**src/rtl/kt_pkg.sv**
```systemverilog
// Shared types and constants for the kt3 operand issuer.
package kt_pkg;

    localparam int KT_DATA_W = 64;

    localparam logic [63:0] FP64_ZERO = 64'h0000000000000000;
    localparam logic [63:0] FP64_ONE  = 64'h3FF0000000000000;
    localparam logic [63:0] FP64_TWO  = 64'h4000000000000000;

    typedef enum logic [1:0] {
        IDLE  = 2'd0,
        ISSUE = 2'd1,
        DRAIN = 2'd2,
        DONE  = 2'd3
    } kt_iss_state_e;

endpackage

```
**src/rtl/kt_operand_issuer_if.sv**
```systemverilog
// Operand RAM read port plus valid-only operand stream into the kt3 datapath.
interface kt_operand_issuer_if
    import kt_pkg::*;
#(
    parameter int ADDR_W = 10,
    parameter int DATA_W = KT_DATA_W
) ();
    logic              mem_rd_en;
    logic [ADDR_W-1:0] mem_rd_addr;
    logic [DATA_W-1:0] mem_psi_pow4;
    logic [DATA_W-1:0] mem_r_i;
    logic [DATA_W-1:0] mem_alpha_r;
    logic [DATA_W-1:0] psi_pow4;
    logic [DATA_W-1:0] r_i;
    logic [DATA_W-1:0] alpha_r;
    logic              psipow4_vld;
    logic              alpha_r_vld;
    logic              kt3_result_vld;

    modport master (
        output mem_rd_en, mem_rd_addr,
        input  mem_psi_pow4, mem_r_i, mem_alpha_r,
        output psi_pow4, r_i, alpha_r, psipow4_vld, alpha_r_vld,
        input  kt3_result_vld
    );

    modport slave (
        input  mem_rd_en, mem_rd_addr,
        output mem_psi_pow4, mem_r_i, mem_alpha_r,
        input  psi_pow4, r_i, alpha_r, psipow4_vld, alpha_r_vld,
        output kt3_result_vld
    );
endinterface

```
**src/rtl/kt_vld_delay.sv**
```systemverilog
// DEPTH-stage shift register of {vld, data}; synchronous clear so nothing stale survives rst.
module kt_vld_delay #(
    parameter int DEPTH = 2,
    parameter int WIDTH = 1
) (
    input  logic             clk,
    input  logic             rst,
    input  logic             i_vld,
    input  logic [WIDTH-1:0] i_data,
    output logic             o_vld,
    output logic [WIDTH-1:0] o_data
);
    logic [DEPTH-1:0]            r_vld_pipe;
    logic [DEPTH-1:0][WIDTH-1:0] r_data_pipe;

    always_ff @(posedge clk) begin
        if (rst) begin
            r_vld_pipe  <= '0;
            r_data_pipe <= '0;
        end else begin
            r_vld_pipe[0]  <= i_vld;
            r_data_pipe[0] <= i_data;
            for (int i = 1; i < DEPTH; i++) begin
                r_vld_pipe[i]  <= r_vld_pipe[i-1];
                r_data_pipe[i] <= r_data_pipe[i-1];
            end
        end
    end

    assign o_vld  = r_vld_pipe[DEPTH-1];
    assign o_data = r_data_pipe[DEPTH-1];
endmodule

```
**src/rtl/kt_operand_issuer.sv**
```systemverilog
// Credit-metered operand issuer for the kt3 datapath.
// Optional KT_ALPHA_SKEW_EN adds an ALPHA_SKEW-cycle delay on the alpha_r stream.
module kt_operand_issuer
    import kt_pkg::*;
#(
    parameter int ADDR_W       = 10,
    parameter int DATA_W       = KT_DATA_W,
    parameter int RD_LAT       = 2,
    parameter int MAX_INFLIGHT = 32,
    parameter int ALPHA_SKEW   = 20,
    localparam int CNT_W       = $clog2(MAX_INFLIGHT + 1)
) (
    input  logic                clk,
    input  logic                rst,
    input  logic                start,
    input  logic [ADDR_W-1:0]   n_points,
    output logic                busy,
    output logic                done,
    output logic                err_unexpected,
    output logic [CNT_W-1:0]    inflight,
    kt_operand_issuer_if.master bus
);
    localparam logic [CNT_W-1:0] MAX_CNT = CNT_W'(MAX_INFLIGHT);

    kt_iss_state_e     r_state, w_state_nxt;
    logic [ADDR_W-1:0] r_addr, r_n;
    logic [CNT_W-1:0]  r_inflight, w_inflight_nxt;
    logic              r_err;
    logic              w_issue;
    logic              w_rd_vld;
    logic [0:0]        w_rd_pipe_unused;
    logic              r_pvld;
    logic [DATA_W-1:0] r_psi, r_ri, r_alpha;

    always_comb begin
        w_state_nxt = r_state;
        w_issue     = 1'b0;
        case (r_state)
            IDLE:  if (start) w_state_nxt = (n_points != '0) ? ISSUE : DONE;
            ISSUE: begin
                w_issue = (r_addr < r_n) && (r_inflight < MAX_CNT);
                if (w_issue && (r_addr + ADDR_W'(1) == r_n)) w_state_nxt = DRAIN;
            end
            DRAIN: if ((r_inflight == '0) && !bus.kt3_result_vld) w_state_nxt = DONE;
            DONE:  w_state_nxt = IDLE;
            default: w_state_nxt = IDLE;
        endcase
    end

    // A return with nothing outstanding is flagged and never drives the count below zero.
    always_comb begin
        w_inflight_nxt = r_inflight;
        case ({w_issue, bus.kt3_result_vld})
            2'b10: w_inflight_nxt = r_inflight + CNT_W'(1);
            2'b01: if (r_inflight != '0) w_inflight_nxt = r_inflight - CNT_W'(1);
            2'b11: if (r_inflight == '0) w_inflight_nxt = CNT_W'(1);
            default: w_inflight_nxt = r_inflight;
        endcase
    end

    always_ff @(posedge clk) begin
        if (rst) begin
            r_state    <= IDLE;
            r_addr     <= '0;
            r_n        <= '0;
            r_inflight <= '0;
            r_err      <= 1'b0;
        end else begin
            r_state    <= w_state_nxt;
            r_inflight <= w_inflight_nxt;
            if ((r_state == IDLE) && start) begin
                r_n    <= n_points;
                r_addr <= '0;
            end else if (w_issue) begin
                r_addr <= r_addr + ADDR_W'(1);
            end
            if (bus.kt3_result_vld && (r_inflight == '0)) r_err <= 1'b1;
        end
    end

    kt_vld_delay #(.DEPTH(RD_LAT), .WIDTH(1)) u_rd_pipe (
        .clk    (clk),
        .rst    (rst),
        .i_vld  (w_issue),
        .i_data (1'b0),
        .o_vld  (w_rd_vld),
        .o_data (w_rd_pipe_unused)
    );

    always_ff @(posedge clk) begin
        if (rst) begin
            r_pvld  <= 1'b0;
            r_psi   <= '0;
            r_ri    <= '0;
            r_alpha <= '0;
        end else begin
            r_pvld <= w_rd_vld;
            if (w_rd_vld) begin
                r_psi   <= bus.mem_psi_pow4;
                r_ri    <= bus.mem_r_i;
                r_alpha <= bus.mem_alpha_r;
            end
        end
    end

    assign bus.mem_rd_en   = w_issue;
    assign bus.mem_rd_addr = r_addr;
    assign bus.psi_pow4    = r_psi;
    assign bus.r_i         = r_ri;
    assign bus.psipow4_vld = r_pvld;

`ifdef KT_ALPHA_SKEW_EN
    // Alpha path lags so it meets the longer psi*r product downstream.
    kt_vld_delay #(.DEPTH(ALPHA_SKEW), .WIDTH(DATA_W)) u_alpha_skew (
        .clk    (clk),
        .rst    (rst),
        .i_vld  (r_pvld),
        .i_data (r_alpha),
        .o_vld  (bus.alpha_r_vld),
        .o_data (bus.alpha_r)
    );
`else
    localparam int skew_unused = ALPHA_SKEW;
    assign bus.alpha_r_vld = r_pvld;
    assign bus.alpha_r     = r_alpha;
`endif

    assign busy           = (r_state != IDLE);
    assign done           = (r_state == DONE);
    assign err_unexpected = r_err;
    assign inflight       = r_inflight;
endmodule

```
**src/flat_wrapper.sv**
```systemverilog
// flat-port wrapper written by rule: the top's interface ports become plain ports
module kt_operand_issuer_flat import kt_pkg::*;
#(
    parameter int ADDR_W       = 10,
    parameter int DATA_W       = KT_DATA_W,
    parameter int RD_LAT       = 2,
    parameter int MAX_INFLIGHT = 32,
    parameter int ALPHA_SKEW   = 20,
    localparam int CNT_W       = $clog2(MAX_INFLIGHT + 1)
)
  (clk, rst, start, n_points, busy, done, err_unexpected, inflight, bus_mem_rd_en, bus_mem_rd_addr, bus_mem_psi_pow4, bus_mem_r_i, bus_mem_alpha_r, bus_psi_pow4, bus_r_i, bus_alpha_r, bus_psipow4_vld, bus_alpha_r_vld, bus_kt3_result_vld);
  kt_operand_issuer_if #(.ADDR_W(ADDR_W), .DATA_W(DATA_W)) bus_i ();
  input  logic clk;
  input  logic rst;
  input  logic start;
  input  logic [ADDR_W-1:0] n_points;
  output logic busy;
  output logic done;
  output logic err_unexpected;
  output logic [CNT_W-1:0] inflight;
  output wire logic [$bits(bus_i.mem_rd_en)-1:0] bus_mem_rd_en;
  output wire logic [$bits(bus_i.mem_rd_addr)-1:0] bus_mem_rd_addr;
  input wire logic [$bits(bus_i.mem_psi_pow4)-1:0] bus_mem_psi_pow4;
  input wire logic [$bits(bus_i.mem_r_i)-1:0] bus_mem_r_i;
  input wire logic [$bits(bus_i.mem_alpha_r)-1:0] bus_mem_alpha_r;
  output wire logic [$bits(bus_i.psi_pow4)-1:0] bus_psi_pow4;
  output wire logic [$bits(bus_i.r_i)-1:0] bus_r_i;
  output wire logic [$bits(bus_i.alpha_r)-1:0] bus_alpha_r;
  output wire logic [$bits(bus_i.psipow4_vld)-1:0] bus_psipow4_vld;
  output wire logic [$bits(bus_i.alpha_r_vld)-1:0] bus_alpha_r_vld;
  input wire logic [$bits(bus_i.kt3_result_vld)-1:0] bus_kt3_result_vld;
  assign bus_mem_rd_en = bus_i.mem_rd_en;
  assign bus_mem_rd_addr = bus_i.mem_rd_addr;
  assign bus_i.mem_psi_pow4 = bus_mem_psi_pow4;
  assign bus_i.mem_r_i = bus_mem_r_i;
  assign bus_i.mem_alpha_r = bus_mem_alpha_r;
  assign bus_psi_pow4 = bus_i.psi_pow4;
  assign bus_r_i = bus_i.r_i;
  assign bus_alpha_r = bus_i.alpha_r;
  assign bus_psipow4_vld = bus_i.psipow4_vld;
  assign bus_alpha_r_vld = bus_i.alpha_r_vld;
  assign bus_i.kt3_result_vld = bus_kt3_result_vld;
  kt_operand_issuer #(.ADDR_W(ADDR_W), .DATA_W(DATA_W), .RD_LAT(RD_LAT), .MAX_INFLIGHT(MAX_INFLIGHT), .ALPHA_SKEW(ALPHA_SKEW)) u_core (.clk(clk), .rst(rst), .start(start), .n_points(n_points), .busy(busy), .done(done), .err_unexpected(err_unexpected), .inflight(inflight), .bus(bus_i));
endmodule
```
**config.mk**
```make
export PLATFORM = sky130hd
export DESIGN_NAME = kt_operand_issuer_flat
export DESIGN_NICKNAME = d
export VERILOG_FILES = /design/src/rtl/kt_pkg.sv /design/src/rtl/kt_operand_issuer_if.sv /design/src/rtl/kt_vld_delay.sv /design/src/rtl/kt_operand_issuer.sv /design/src/flat_wrapper.sv
export SDC_FILE = /design/constraint.sdc
export NUM_CORES = 1
export LEC_CHECK = 0
export CAP_MARGIN = 5
export CORE_AREA = 4 4 161 163
export CTS_CLUSTER_DIAMETER = 120
export DETAILED_ROUTE_END_ITERATION = 8
export DIE_AREA = 0 0 165 167
export HOLD_SLACK_MARGIN = 0.1
export PLACE_DENSITY = 0.79
export SLEW_MARGIN = 15
export SYNTH_ARGS = -nofsm -noshare
export SYNTH_HDL_FRONTEND = slang
export SYNTH_HIERARCHICAL = 1
export SYNTH_SLANG_ARGS = --single-unit
```
**constraint.sdc**
```tcl
create_clock -name clk -period 3.8 [get_ports clk]
set_input_delay 0.38 -clock clk [delete_from_list [all_inputs] [get_ports clk]]
set_output_delay 0.38 -clock clk [all_outputs]
set_load 0.03 [all_outputs]
```
==> results of run 1 <==
-- area by class of cell --
cell class | instances | area (um^2)
Clock buffer | 36 | 739
Clock inverter | 12 | 173
Fill cell | 2060 | 10100
Inverter | 22 | 82.6
Multi-Input combinational cell | 575 | 4030
Sequential cell | 224 | 4490
Tap cell | 324 | 405
Timing Repair Buffer | 425 | 4280
-- worst max-delay path: cells and delay by family (launching register included) --
kind                     cells  cell delay (ns)
adder cells (fa/ha/maj)      1             0.30
buffers and inverters        3             0.99
AO/OA/AOI/OAI                2             0.81
flip-flops                   1             0.36
AND/OR/NAND/NOR              1             0.21
-- repair_timing --
action / in CTS / in global routing
setup endpoints to repair: 0 / 1
endpoints found under the hold margin: 0 / 0
buffers inserted: 0 / 0
resized for setup: 0 / 1
-- per-stage QoR --
step	hold slack [ns]	util, %
2_1_floorplan	0.414	-
3_3_place_gp	0.416	54.6
3_5_place_dp	0.424	54.6
4_1_cts	0.342	58.3
5_1_grt	0.367	58.4
6_report	0.348	58.4
-- power by group through the flow --
stage | logic [mW] | registers [mW] | clock network (mW)
CTS | 1.98 | 2.72 | 2.71
finish | 1.99 | 2.72 | 2.63
global placement | 1.94 | 2.75 | 0
global route | 2.13 | 2.74 | 2.80
detailed placement | 1.96 | 2.76 | 0
floorplan | 0.904 | 3.04 | 0
-- worst paths after layout --
| kind | slack, ns | start | end | cells past startpoint |
|---|---|---|---|---|
| worst max register to register | 0.27 | u_core/r_n[3] | u_core/inflight[5] | 13 |
| worst max-delay path | 0.23 | u_core/r_n[3] | bus_mem_rd_en | 7 |
| worst min-delay path | 0.35 | rst | u_core/bus.psi_pow4[39] | 2 |
| worst min register to register | 0.43 | u_core/u_rd_pipe/r_vld_pipe[0] | u_core/u_rd_pipe/r_vld_pipe[1] | 1 |
-- per-layer routing --
metal  up-vias  global-route usage, %
met3        53                   6.10
met2       354                   33.4
met4         2                   6.87
met1      3566                   22.7
li1       3758                      -
met5         -                      0
-- flip-flops by register name (all words and copies together), names as in the netlist --
| register | cells |
|---|---|
| u_core/bus.alpha_r | 64 |
| u_core/bus.alpha_r_vld | 1 |
| u_core/bus.mem_rd_addr | 10 |
| u_core/bus.psi_pow4 | 64 |
| u_core/bus.r_i | 64 |
| u_core/err_unexpected | 1 |
| u_core/inflight | 6 |
| u_core/r_n | 10 |
| u_core/r_state | 2 |
| u_core/u_rd_pipe/r_vld_pipe | 2 |
==> flow_summary.yaml, run 1 <==
floorplan:
  dieArea_um2: 27600
  ios: 420
  die_w_um: 165
  rows: 57
  core_area_um2: 24300
  die_y_um: 167
  initial_core_util_pct: 36.1
sta:
  final.setup.tns_ns: 0
  hold_viol_final: 0
  worstMarginPinSlew_ns: 0.777
  setup_violations: 0
  skew_ns: 0.00672
  setup_ws_ns: 0.232
  slew_viol_final: 0
  rsz0062_at_grt: "no"
  fin_crit_sh_pct: 93.9
  fmax_mhz: 280
  finalCriticalPeriod_ns: 3.57
  slew-limit-headroom_pct: 48.2
worst_hold_path:
  hp-class: "in -> reg"
placement:
  port-buffer-count: 419
  place_area_um2: 13300
  pre_cts_slack_ns: 0.230
  dp_hpwl_um: 21100
  gp_congestion: 0.880
  placed_cells: 1570
cells_and_area:
  final_nets: 1501
  stdcell_count: 1618
  final_cell_mix: "clkdlybuf4s50_1, dfxtp_1, nor2_1"
  finish.instance_area_um2: 14200
  area_growth_pct: 61.5
  layout_commonest_cell: "clkdlybuf4s50_1"
  drive_above_1_share_pct: 4.64
  diodes: 0
global_routing:
  gr-total-overflow: 0
  grt_first_pass_wirelength_um: 42900
  antenna_found_initial: 1
  grt_usage_pct: 19.4
  grt_max_degree: 116
  grt_pass1_vias: 7760
synthesis:
  synth_area_um2: 8790
  synthCells: 873
  syn-num-nets: 1100
  yosys_warnings: 6
  syn_avg_cell_area_um2: 10.1
cts:
  clk_latency_ns: 0.52
  clk_pin_slew_ns: 0.06
  ctsHtreeMaxLevel: 1
  cts_tree: "done"
  numCtsBuffers: 26
  clock_sinks: 224
  hold_buffers: 0
  cts_buffer_depth: 3
  cts_root_buf: "clkbuf_16"
drt:
  wl_per_cell_um: 17.6
  top_layer: "met5"
  wl_met3_um: 2770
  post_drt_via_cell_ratio: 4.78
  drt-met1-wl_um: 11100
  drc: 0
  vias: 7733
  dr.pass1.iters: 5
  routed_wl_um: 28500
  ant_nets: 0
  dr_wl_met2_um: 13600
  drt_iter0_drc: 443
power:
  power_density_nw_per_um2: 517
  p_leak_nw: 4.99
  clock_power_share_pct: 35.9
  power_switching_mw: 2.24
  switching_share_pct: 30.5
  total_power_mw: 7.34
  vdd_drop_max_uv: 372
  combPwrFrac_pct: 27.1
  p_seq_share_pct: 37.0
  intPower_mw: 5.10
outcome:
  status: "finished, final reports clean"
setup_path:
  max_stage_delay_ns: 0.71
  crit_required_ns: 3.42
  critPathMaxFanout: 8
  path_class: "reg -> out"
  crit_slowest_cell: "clkdlybuf4s50_1"
  cp.arrival_ns: 3.19
  cp-end-kind: "output pin"
  crit_top_cell: "inv_1"
  cp-start-kind: "flip-flop"
  crit_chain: "inv_1 -> ha_1 -> a2111oi_2 -> a221o_1 -> nand3_2 -> inv_1 -> clkdlybuf4s50_1"
run:
  max_cap_viol_count: 0
(Power assumes the default switching activity.)
==> run 2: changes to the inputs <==
--- a/config.mk
+++ b/config.mk
@@ -6,12 +6,13 @@
 export NUM_CORES = 1
 export LEC_CHECK = 0
 export CAP_MARGIN = 5
-export CORE_AREA = 4 4 161 163
+export CORE_AREA = 2 2 164 166
 export CTS_CLUSTER_DIAMETER = 120
 export DETAILED_ROUTE_END_ITERATION = 8
-export DIE_AREA = 0 0 165 167
+export DIE_AREA = 0 0 166 168
 export HOLD_SLACK_MARGIN = 0.1
-export PLACE_DENSITY = 0.79
+export PLACE_DENSITY = 0.75
+export RECOVER_POWER = 50
 export SLEW_MARGIN = 15
 export SYNTH_ARGS = -nofsm -noshare
 export SYNTH_HDL_FRONTEND = slang
==> constraint.sdc (replaced) <==
create_clock -name clk -period 3.8 [get_ports clk]
set_input_delay 0.38 -clock clk [delete_from_list [all_inputs] [get_ports clk]]
set_output_delay 0.38 -clock clk [all_outputs]
set_load 0.02 [all_outputs]
==> run 2 against run 1 <==
Against the previous run:
- the run now ends with capacitance limit, slew limit left
- worst setup slack worse by 0.057 ns
- utilization down 4.6 points
- clock skew increased by 0.010 ns
- largest power group unchanged
==> flow_summary.yaml, run 2 (synthesized netlist as in run 1, its figures left out) <==
setup_path:
  crit_chain: "inv_1 -> ha_1 -> nor2b_1 -> o211ai_1 -> a221oi_4 -> o31ai_1 -> inv_1 -> ha_1 -> a21o_1 -> a21oi_1 -> o21bai_1 -> a21oi_1 -> or3b_1 -> o311a_1"
  cp-end-kind: "flip-flop"
  cp-start-kind: "flip-flop"
  path_class: "reg -> reg"
  crit_required_ns: 4.20
  max_stage_delay_ns: 0.55
  critPathMaxFanout: 9
  crit_slowest_cell: "a221oi_4"
  cp.arrival_ns: 4.03
placement:
  port-buffer-count: 419
  gp_congestion: 0.873
  dp_hpwl_um: 19600
  placed_cells: 1592
drt:
  ant_nets: 0
  wl_per_cell_um: 16.4
  dr.pass1.iters: 4
  drt_iter0_drc: 409
  post_drt_via_cell_ratio: 4.68
  drc: 0
  vias: 7665
  routed_wl_um: 26900
global_routing:
  grt_usage_pct: 18.1
  grt_max_degree: 99
  gr-total-overflow: 0
  grt_pass1_vias: 7583
  grt_first_pass_wirelength_um: 41200
  antenna_found_initial: 0
sta:
  finalCriticalPeriod_ns: 3.63
  fin_crit_sh_pct: 95.4
  slew-limit-headroom_pct: -0.795
  slew_viol_final: 48
  hold_viol_final: 0
  final.setup.tns_ns: 0
  skew_ns: 0.0169
  fmax_mhz: 276
  setup_violations: 0
  worstMarginPinSlew_ns: 1.51
  hold_ws_ns: 0.273
cells_and_area:
  fillers: 2297
  area_growth_pct: 61.1
  utilization_pct: 53.7
  layout_commonest_cell: "clkdlybuf4s50_1"
  diodes: 0
  final_cell_mix: "clkdlybuf4s50_1, dfxtp_1, nor2_1"
  final_nets: 1506
  stdcell_count: 1638
  drive_above_1_share_pct: 4.86
outcome:
  status: "complete, but fails checks"
  violations: "capacitance limit, slew limit"
floorplan:
  dieArea_um2: 27900
  die_w_um: 166
  ios: 420
  initial_core_util_pct: 33.4
  core_area_um2: 26400
  die_y_um: 168
  rows: 60
cts:
  post-cts-setup-buffer-count: 0
  numCtsBuffers: 26
  cts_tree: "done"
  clock_sinks: 224
  hold_buffers: 0
  cts_root_buf: "clkbuf_16"
  ctsHtreeMaxLevel: 1
  cts_buffer_depth: 3
  clk_pin_slew_ns: 0.06
  clk_latency_ns: 0.54
power:
  p_leak_nw: 5.30
  power_density_nw_per_um2: 492
  total_power_mw: 6.97
  vdd_drop_max_uv: 363
worst_hold_path:
  hp-class: "in -> reg"
run:
  max_cap_viol_count: 1
-- run 2: where the power goes --
part           total (mW)  internal, mW  switching [mW]
Combinational        1.81         0.895           0.916
Sequential           2.72          2.54           0.175
Clock                2.44          1.44           0.996
-- run 2: worst paths after layout --
kind / startpoint / endpoint / slack (ns) / cells after the start
max reg2reg: u_core/bus.mem_rd_addr[0] / u_core/inflight[5] / 0.17 / 14
min: rst / u_core/bus.psi_pow4[28] / 0.27 / 2
min reg2reg: u_core/u_rd_pipe/r_vld_pipe[0] / u_core/u_rd_pipe/r_vld_pipe[1] / 0.44 / 1
max: u_core/bus.mem_rd_addr[0] / u_core/inflight[5] / 0.17 / 14
-- run 2: metal layers --
layer / vias to the layer above / part of all wire [%] / global-route usage (%)
li1: 3779 / - / -
met1: 3517 / 41 / 21.7
met2: 328 / 48 / 31.4
met3: 41 / 8.1 / 5.20
met4: 0 / 2.7 / 5.63
met5: - / 0 / 0
-- run 2: repair_timing --
action                     4_1_cts  5_1_grt
gates resized for setup          0        3
hold endpoints to repair         0        0
setup endpoints to repair        0        1
-- run 2: layout make-up --
type	instances	area, um^2	share of cell area, %
clock buffer	35	744	5.26
inverter	22	82.6	0.583
clock inverter	11	103	0.725
tap	341	427	3.01
sequential	224	4490	31.7
multi-input combinational	575	4040	28.5
timing repair buffer	430	4270	30.2
-- run 2: critical path, delay by kind of cell, from the launching register on --
kind	cells	cell delay, ns
fa+ha+maj	2	0.47
simple gates	2	0.49
compound gates	8	1.76
flops	1	0.50
buf+inv	2	0.28
-- run 2: stage by stage --
stage	setup WS (ns)	cell area, um^2
5_1_grt	-0.0231	14200
2_1_floorplan	0.324	8790
4_1_cts	0.159	14200
6_report	0.175	14200
3_3_place_gp	0.307	13300
3_5_place_dp	0.185	13300
==> patch, RTL diff (config.mk and constraints of run 1) <==
Register the outputs `busy` and `done`, cleared by the reset; this adds one clock of latency there. The other outputs are not delayed to match.
--- a/src/rtl/kt_operand_issuer.sv
+++ b/src/rtl/kt_operand_issuer.sv
@@ -126,6 +126,13 @@
 `endif
 
-    assign busy           = (r_state != IDLE);
-    assign done           = (r_state == DONE);
+    always_ff @(posedge clk) begin
+        if (rst) begin
+            busy <= '0;
+            done <= '0;
+        end else begin
+            busy <= (r_state != IDLE);
+            done <= (r_state == DONE);
+        end
+    end
     assign err_unexpected = r_err;
     assign inflight       = r_inflight;
Function: changed (Yosys sat finds a counterexample within 4 cycles, from zero or initial values and one cycle with rst high).
==> patch against run 1 <==
  * Die area did not move
  * Via count rose by 0.72%
  * Sequential cell count up 2
  * Power decreased by 4.4%
  * Worst setup slack worse by 0.068 ns
  * Wire length is 0.91% lower
  * Cell area hardly changed
  * Area after synthesis is 0.83% higher
  * Maximum frequency shrank 1.9%
  * Synthesized cell count rose by 1.6%
  * First-iteration DRC count fell by 26%
  * Worst hold slack gained 0.020 ns
==> patch: results (changes against run 1) <==
[status]
status = finished, final reports clean  ; unchanged

[place]
pre_cts_slack_ns = 0.05155  ; was 0.2296 ns
post_dp_cell_area_sq_mm = 0.01336  ; was 0.01327 sq mm
dpl.cell_count = 1584  ; was 1,570

[power]
p_sw_uw = 2140  ; was 2237 uW
leakage_uw = 0.005012  ; was 0.004991 uW

[sta]
skew_ns = 0.008890  ; was 0.006723 ns
min_period_ns = 3.636  ; was 3.568 ns
timing.hold.ws_ns = 0.3678  ; was 0.3481 ns

[routing]
top_layer = met4  ; was met5
routed-via-count = 7789  ; was 7,733
wl_per_cell_um = 17.31  ; was 17.59 um
dr_wl_met2_mm = 14.12  ; was 13.63 mm
wl_met3_mm = 2.611  ; was 2.772 mm
met1_length_mm = 10.47  ; was 11.05 mm

[finish]
final_nets = 1514  ; was 1,501

[worst_setup_path]
crit_path_start = u_core/r_n[8]$_SDFFE_PP0P_  ; was u_core/r_n[3]$_SDFFE_PP0P_
reg2reg_from = u_core/r_n[8]$_SDFFE_PP0P_  ; was u_core/r_n[3]$_SDFFE_PP0P_
slowest_stage = or3_1  ; was clkdlybuf4s50_1
critical-path-top-delay-family = compound AO/OA/AOI/OAI gates  ; was buffers and inverters
slowest_delay_ns = 0.46  ; was 0.71 ns
ff2ff_setup_slack_ns = 0.16  ; was 0.27 ns
arrival_ns = 4.04  ; was 3.19 ns

[global_route]
antenna_found_initial = 0  ; was 1
grt_pass1_wl_mm = 43.01  ; was 42.86 mm

[clocking]
cts_buffers = 25  ; was 26

patch: changes by cell type in the layout (fill, tap and decap cells not counted), moves of 4 or more:
cell     change
buf_4        +4
nor2_1       +9
nand3_1      +4
inv_1        -4
patch: power by group through the flow:
| stage | Clock [uW] | Sequential [uW] | Combinational (uW) |
|---|---|---|---|
| floorplan | 0 | 3030 | 847 |
| global placement | 0 | 2730 | 1880 |
| detailed placement | 0 | 2750 | 1900 |
| CTS | 2470 | 2700 | 1910 |
| global route | 2560 | 2720 | 2050 |
| finish | 2390 | 2700 | 1920 |
patch: cell type report:
class / instances / area, sq um
Fill cell: 2053 / 10130
Sequential cell: 226 / 4528
Timing Repair Buffer: 429 / 4308
Multi-Input combinational cell: 586 / 4064
Clock buffer: 36 / 706.9
Tap cell: 324 / 405.4
Clock inverter: 10 / 107.6
Inverter: 19 / 71.32
patch: metal layers:
layer	up-vias	GRT usage
met5	-	0
li1	3797	-
met4	0	0.06438
met1	3617	0.2148
met2	319	0.3404
met3	56	0.06451
